## config.mk

```make
export PLATFORM = sky130hd
export DESIGN_NAME = regfile_wb_scheduler
export DESIGN_NICKNAME = d
export VERILOG_FILES = /design/src/rtl/regfile_wb_scheduler.sv
export SDC_FILE = /design/constraint.sdc
export NUM_CORES = 1
export LEC_CHECK = 0
export CAP_MARGIN = 20
export CORE_ASPECT_RATIO = 0.5
export CORE_UTILIZATION = 46
export DETAILED_ROUTE_END_ITERATION = 16
export PLACE_DENSITY = 0.95
export SYNTH_ARGS = -nofsm -noshare
export SYNTH_HDL_FRONTEND = slang
export SYNTH_SLANG_ARGS = --single-unit
```

## constraint.sdc

```tcl
create_clock -name clk -period 2.1 [get_ports clk]
set_input_delay 0.21 -clock clk [delete_from_list [all_inputs] [get_ports clk]]
set_output_delay 0.21 -clock clk [all_outputs]
set_load 0.05 [all_outputs]
```

## src/rtl/regfile_wb_scheduler.sv

```systemverilog
// Writeback arbiter for ALU and load results, with a pending-register scoreboard.
// Optional operand forwarding is enabled by defining BYPASS_EN.
module regfile_wb_scheduler (
  input  logic        clk,
  input  logic        reset,
  input  logic        a_valid,
  output logic        a_ready,
  input  logic [3:0]  a_reg,
  input  logic [15:0] a_data,
  input  logic        a_r0_en,
  input  logic [15:0] a_r0_data,
  input  logic        m_valid,
  output logic        m_ready,
  input  logic [3:0]  m_reg,
  input  logic [15:0] m_data,
  input  logic        alloc_en,
  input  logic [3:0]  alloc_reg,
  input  logic        alloc_r0,
  input  logic        rd_en,
  input  logic [3:0]  rd_reg1,
  input  logic [3:0]  rd_reg2,
  output logic        stall,
  output logic [3:0]  write_reg,
  output logic [15:0] write_data,
  output logic [15:0] r0,
  output logic [1:0]  reg_write
`ifdef BYPASS_EN
  ,
  output logic        fwd1_en,
  output logic [15:0] fwd1_data,
  output logic        fwd2_en,
  output logic [15:0] fwd2_data
`endif
);

  localparam logic GNT_A = 1'b0;
  localparam logic GNT_M = 1'b1;

  logic        last_grant;
  logic [15:0] busy;
  logic [15:0] set_mask;
  logic [15:0] clr_mask;
  logic        a_fire;
  logic        m_fire;

  // Round-robin: on a tie the side not served last wins.
  always_comb begin
    a_ready = reset & a_valid
            & (~m_valid | (last_grant == GNT_M));
    m_ready = reset & m_valid
            & (~a_valid | (last_grant == GNT_A));
  end

  assign a_fire = a_valid & a_ready;
  assign m_fire = m_valid & m_ready;

  always_comb begin
    set_mask = '0;
    clr_mask = '0;
    if (alloc_en) set_mask[alloc_reg] = 1'b1;
    if (alloc_r0) set_mask[0] = 1'b1;
    if (a_fire) begin
      clr_mask[a_reg] = 1'b1;
      if (a_r0_en) clr_mask[0] = 1'b1;
    end
    if (m_fire) clr_mask[m_reg] = 1'b1;
  end

  always_ff @(posedge clk) begin
    if (!reset) begin
      busy       <= '0;
      last_grant <= GNT_M;
      write_reg  <= '0;
      write_data <= '0;
      r0         <= '0;
      reg_write  <= 2'b00;
    end else begin
      busy      <= (busy & ~clr_mask) | set_mask;
      reg_write <= 2'b00;
      if (a_fire) begin
        last_grant <= GNT_A;
        write_reg  <= a_reg;
        write_data <= a_data;
        reg_write  <= {a_r0_en, 1'b1};
        if (a_r0_en) r0 <= a_r0_data;
      end else if (m_fire) begin
        last_grant <= GNT_M;
        write_reg  <= m_reg;
        write_data <= m_data;
        reg_write  <= 2'b01;
      end
    end
  end

`ifdef BYPASS_EN
  logic [15:0] pend;

  always_comb begin
    fwd1_en   = 1'b0;
    fwd1_data = '0;
    fwd2_en   = 1'b0;
    fwd2_data = '0;
    if (reg_write[0] && write_reg == rd_reg1) begin
      fwd1_en   = 1'b1;
      fwd1_data = write_data;
    end else if (reg_write[1] && rd_reg1 == 4'd0) begin
      fwd1_en   = 1'b1;
      fwd1_data = r0;
    end
    if (reg_write[0] && write_reg == rd_reg2) begin
      fwd2_en   = 1'b1;
      fwd2_data = write_data;
    end else if (reg_write[1] && rd_reg2 == 4'd0) begin
      fwd2_en   = 1'b1;
      fwd2_data = r0;
    end
  end

  // Bits cleared by this cycle's transfer no longer hold up a read.
  assign pend  = busy & ~clr_mask;
  assign stall = rd_en
               & ((pend[rd_reg1] & ~fwd1_en)
               |  (pend[rd_reg2] & ~fwd2_en));
`else
  assign stall = rd_en & (busy[rd_reg1] | busy[rd_reg2]);
`endif

endmodule

```

-- After elaboration in Yosys (flattened, before gate mapping)
Cells that the tools add are included.
- bitwise gates (word level): 17
- reductions and logical operators: 5
- $lt $le $gt $ge: 8
- multiplexer cells: 23
- operators by type and width (cell ; number):
    2-to-1 mux 16 bit ; 5
    OR 16 bit ; 2
    less-than comparator 4 x 5 -> 1 bit (second input constant) ; 5
    bitwise AND 16 bit ; 1
    inverter 16 bit ; 1
    demux 1 bit (select 4 bit) ; 3
    greater-or-equal comparator 4 x 1 -> 1 bit (second input constant) ; 3
    2-to-1 mux 1 bit ; 10
    binary-select mux 1 bit (select 4 bit) ; 2
    2-to-1 mux 4 bit ; 2
    bitwise AND 1 bit ; 7
    logical AND 1 bit ; 3
    inverter 1 bit ; 3
    OR 1 bit ; 3
    2-to-1 mux 2 bit ; 1
    AND reduction 2 bit ; 1
    nonzero test 2 bit ; 1
- word-level logic and storage cells: 59
- output and inout port bits: 41
- bits in registers: 55

-- Logic depth before layout (Yosys ltp)
- word-level depth: 11
- mapped depth: 8

-- Least setup slack after synthesis
No wires, ideal clock.
- kind: flip-flop to output port
- start point: register busy[5]
- end point: output port stall
- cell stages (with the launch flop): 6
- arrival time: 1.458 ns
- setup slack: 0.432 ns
- required time: 1.890 ns
- path buffers: 0
- path through: dfxtp_1 mux4_2 nor2b_1 a211oi_1 a21oi_1 o21a_1
- longest elaborated chain between the ends: 4
- RTL lines (what ; RTL line ; RTL):
    from (decl) ; 40 ; logic [15:0] busy;
    from (signal assigned) ; 78 ; busy <= (busy & ~clr_mask) | set_mask;
    binary-select mux 1 bit (select 4 bit) ; 125 ; assign stall = rd_en & (busy[rd_reg1] | busy[rd_reg2]);
    2-to-1 mux 1 bit (implied by the code) ; 125 ;
    OR 1 bit (*) ; 125 ;
    bitwise AND 1 bit (*) ; 125 ;
    to (decl) ; 22 ; output logic stall,
Every way passes the cells marked *; elsewhere a longest branch is shown, timed or not. The select of a mux whose other input is x is not followed.

-- Worst setup path after layout
- start point: register busy[0]
- end point: output port stall
Same word-level chain as after synthesis.

==> flow_summary_export.csv <==
group,metric,value,unit
outcome,status,"completed",
cts,h-tree-depth,2,
power,p_total,2663,uW
global_routing,grt_first_pass_wirelength,13.37,mm
yosys,synth_area_leaders,"dfxtp_1, a21boi_1, a22oi_1",
floorplan,ioPinCount,117,
cts,numCtsBuffers,5,
flow_run,drv_cap,0,
cts,root_buffer,"clkbuf_16",
placement,place_hpwl,6.339,mm
layout,fill_cells,383,
cts,clock_latency,300,ps
critical_path,reg2regPathDepth,6,
yosys,netlist_instances,290,
yosys,seq_area_frac_synth,40.65,%
min_path,min-delay-start,"r0[11]",
routing,dr.pass1.iters,4,
yosys,synthDistinctLibCells,34,
critical_path,path_class,"register to output pin",
placement,dpl.cell_count,476,
critical_path,path_delay_family,"multiplexers",
critical_path,slowest_delay,440,ps
yosys,synth_area,0.002709,sq mm
cts,cts.sinks,55,
floorplan,dieArea,0.006218,sq mm
layout,nets,486,
yosys,synth_area_leader_cell,"dfxtp_1",
critical_path,critPathRequiredTime,1890,ps
routing,totalWireLength,8.286,mm
timing,finalSetupViolCount,0,
critical_path,cp.arrival,1830,ps
floorplan,die_w,110.5,microns
yosys,yosysWarnings,0,
power,p_leak,0.001499,uW
routing,via_count,2691,
routing,drc_errors,0,
min_path,whs_path_depth,2,
yosys,syn_area_per_cell,9.341,sq um
timing,max_clock_freq,489.1,MHz
floorplan,core,0.005587,sq mm
cts,clock_path_buffers,2,
routing,viasPerCell,5.571,
global_routing,grt_pass1_vias,2721,
layout,antenna_cells,0,
timing,layout_min_cycle_time,2045,ps
yosys,synth-seq-cells,55,
critical_path,timing.rr.start,"last_grant",
critical_path,end_kind,"output pin",
cts,cts.hold.buffers_added,0,
power,power_density,637.1,mW/mm^2
routing,postRouteAntennaNets,0,
floorplan,die_y,56.26,microns
layout,reg.largest.list,"busy (16), r0 (16), write_data (16)",
floorplan,initial_core_util,48.49,%
floorplan,fp-row-count,19,
placement,gp_congestion,0.8646,
min_path,hold_class,"register to register",
yosys,synth.top_cell.area_share,40.65,%
global_routing,grt-ovfl-total,0,
min_path,holdPathEnd,"r0[11]",
layout,drive_above_1_share,10.24,%
layout,layout_commonest_cell,"clkdlybuf4s50_1",
critical_path,worstPathMaxFanout,3,
critical_path,crit_path_top_delay_cell,"mux4_2",
power,ir_drop,401.8,uV
timing,skew,5.715,ps
timing,whs,451.6,ps
timing,worst_pin_slew,541.8,ps
critical_path,r2r_slack,510,ps
global_routing,grt_max_degree,54,
layout,syn_to_final_growth,54.27,%
yosys,syn_nets,366,
routing,drt_iter0_drc,160,
layout,final_cell_mix,"clkdlybuf4s50_1, nand2_1, dfxtp_1, a21boi_1, a22oi_1",
cts,path_clk_slew,60,ps
routing,wl_per_cell,17.16,microns
critical_path,path_buf_inv,1,
timing,finalHoldViolations,0,
critical_path,startpoint_type,"register",
critical_path,cp-startpoint,"busy[0]",
placement,io_buffers,116,
global_routing,grt_usage,27.42,%
layout,layout.cells.non_filler,483,
cts,cts_tree,"built",
timing,relSlewSlack,63.77,%
timing,period_share,97.37,%
critical_path,r2r-end,"r0[0]",
timing,finalMaxSlewViolations,0,
critical_path,worstPathCellList,"mux4_2 -> nor2b_1 -> a211oi_2 -> a21oi_1 -> o21a_1 -> buf_6",
global_routing,antenna_found_initial,0,
## worst max-delay path by stage
stage	slack, ps	end	cells after the start
2_1_floorplan	430	stall	5
3_3_place_gp	-120	stall	7
3_5_place_dp	-210	stall	7
4_1_cts	0.8	stall	6
5_1_grt	-8	stall	5
6_report	60	stall	6
## layer usage
| metal | GRT usage (%) | wire, microns | part of all wire (%) | vias up |
|---|---|---|---|---|
| met5 | 0 | 0 | 0 | - |
| met1 | 34.00 | 3503 | 42 | 1293 |
| met2 | 48.80 | 4292 | 52 | 77 |
| li1 | - | - | - | 1308 |
| met3 | 5.940 | 381 | 4.6 | 13 |
| met4 | 7.429 | 108 | 1.3 | 0 |
## repair_timing
item | in CTS | in global routing
buffers inserted | 0 | 0
setup endpoints to repair | 1 | 1
gates resized for setup | 3 | 5
pin swaps | 0 | 2
## power by group
group          leakage [uW]  switching [uW]  internal [uW]
Sequential         0.000449            26.3           1090
Combinational      0.000973             335            292
Clock             0.0000769             362            557
## synthesized netlist by cell type
cell type and number:
nand3_1 8, nand2_2 2, buf_2 8, nor4b_2 4, and2b_1 1, dfxtp_1 55
nor2b_1 18, nand2_1 58, nor2_1 6, o21ai_0 1, nor3b_1 1, inv_1 1
buf_6 1, o21a_1 1, mux4_1 6, a22oi_1 37, o211ai_1 1, mux2i_1 2
nor2_2 1, clkbuf_1 9, nor2b_4 1, and2_1 2, a211oi_2 1, a21boi_1 41
a211oi_1 1, nor2_4 1, nand4_1 7, a21oi_1 3, inv_2 1, a32oi_1 5
and3_1 1, mux4_2 2, and3b_1 1, nor4_2 2
## cell type report
cell class              count  area (sq um)  share of cell area [%]
clock buffers               6         128.9                   3.084
multi-input cells         215          1520                   36.38
repair buffers            131          1297                   31.05
clock inverters             1         30.03                  0.7186
flip-flops and latches     55          1104                   26.41
inverters                   2         7.507                  0.1796
well taps                  73         91.34                   2.186
## metrics by stage
stage	util [%]	cell area, sq um	setup slack, ps	setup TNS (ps)
after CTS	74.60	4168	0.7871	0
after global placement	71.71	4006	-118.6	-118.6
after detailed placement	71.71	4006	-205.3	-205.3
final	74.80	4179	55.31	0
after global routing	74.80	4179	-8.324	-8.324
after floorplan	-	2709	431.6	0
## worst min-delay path, delay by kind of cell (launching register included)
kind | cells | cell delay [ps]
flip-flops | 1 | 310
AO/OA/AOI/OAI | 1 | 50
AND/OR/NAND/NOR | 1 | 50
## cells by family (layout without fill, tap and decap cells)
logic type,count (synthesis),in the layout,synth area share (%)
AND/OR/NAND/NOR,114,114,22.45
AO/OA/AOI/OAI,91,91,25.27
flip-flops,55,55,40.65
buffers and inverters,20,140,3.418
multiplexers,10,10,8.222
Power figures use the tool's default switching activity.
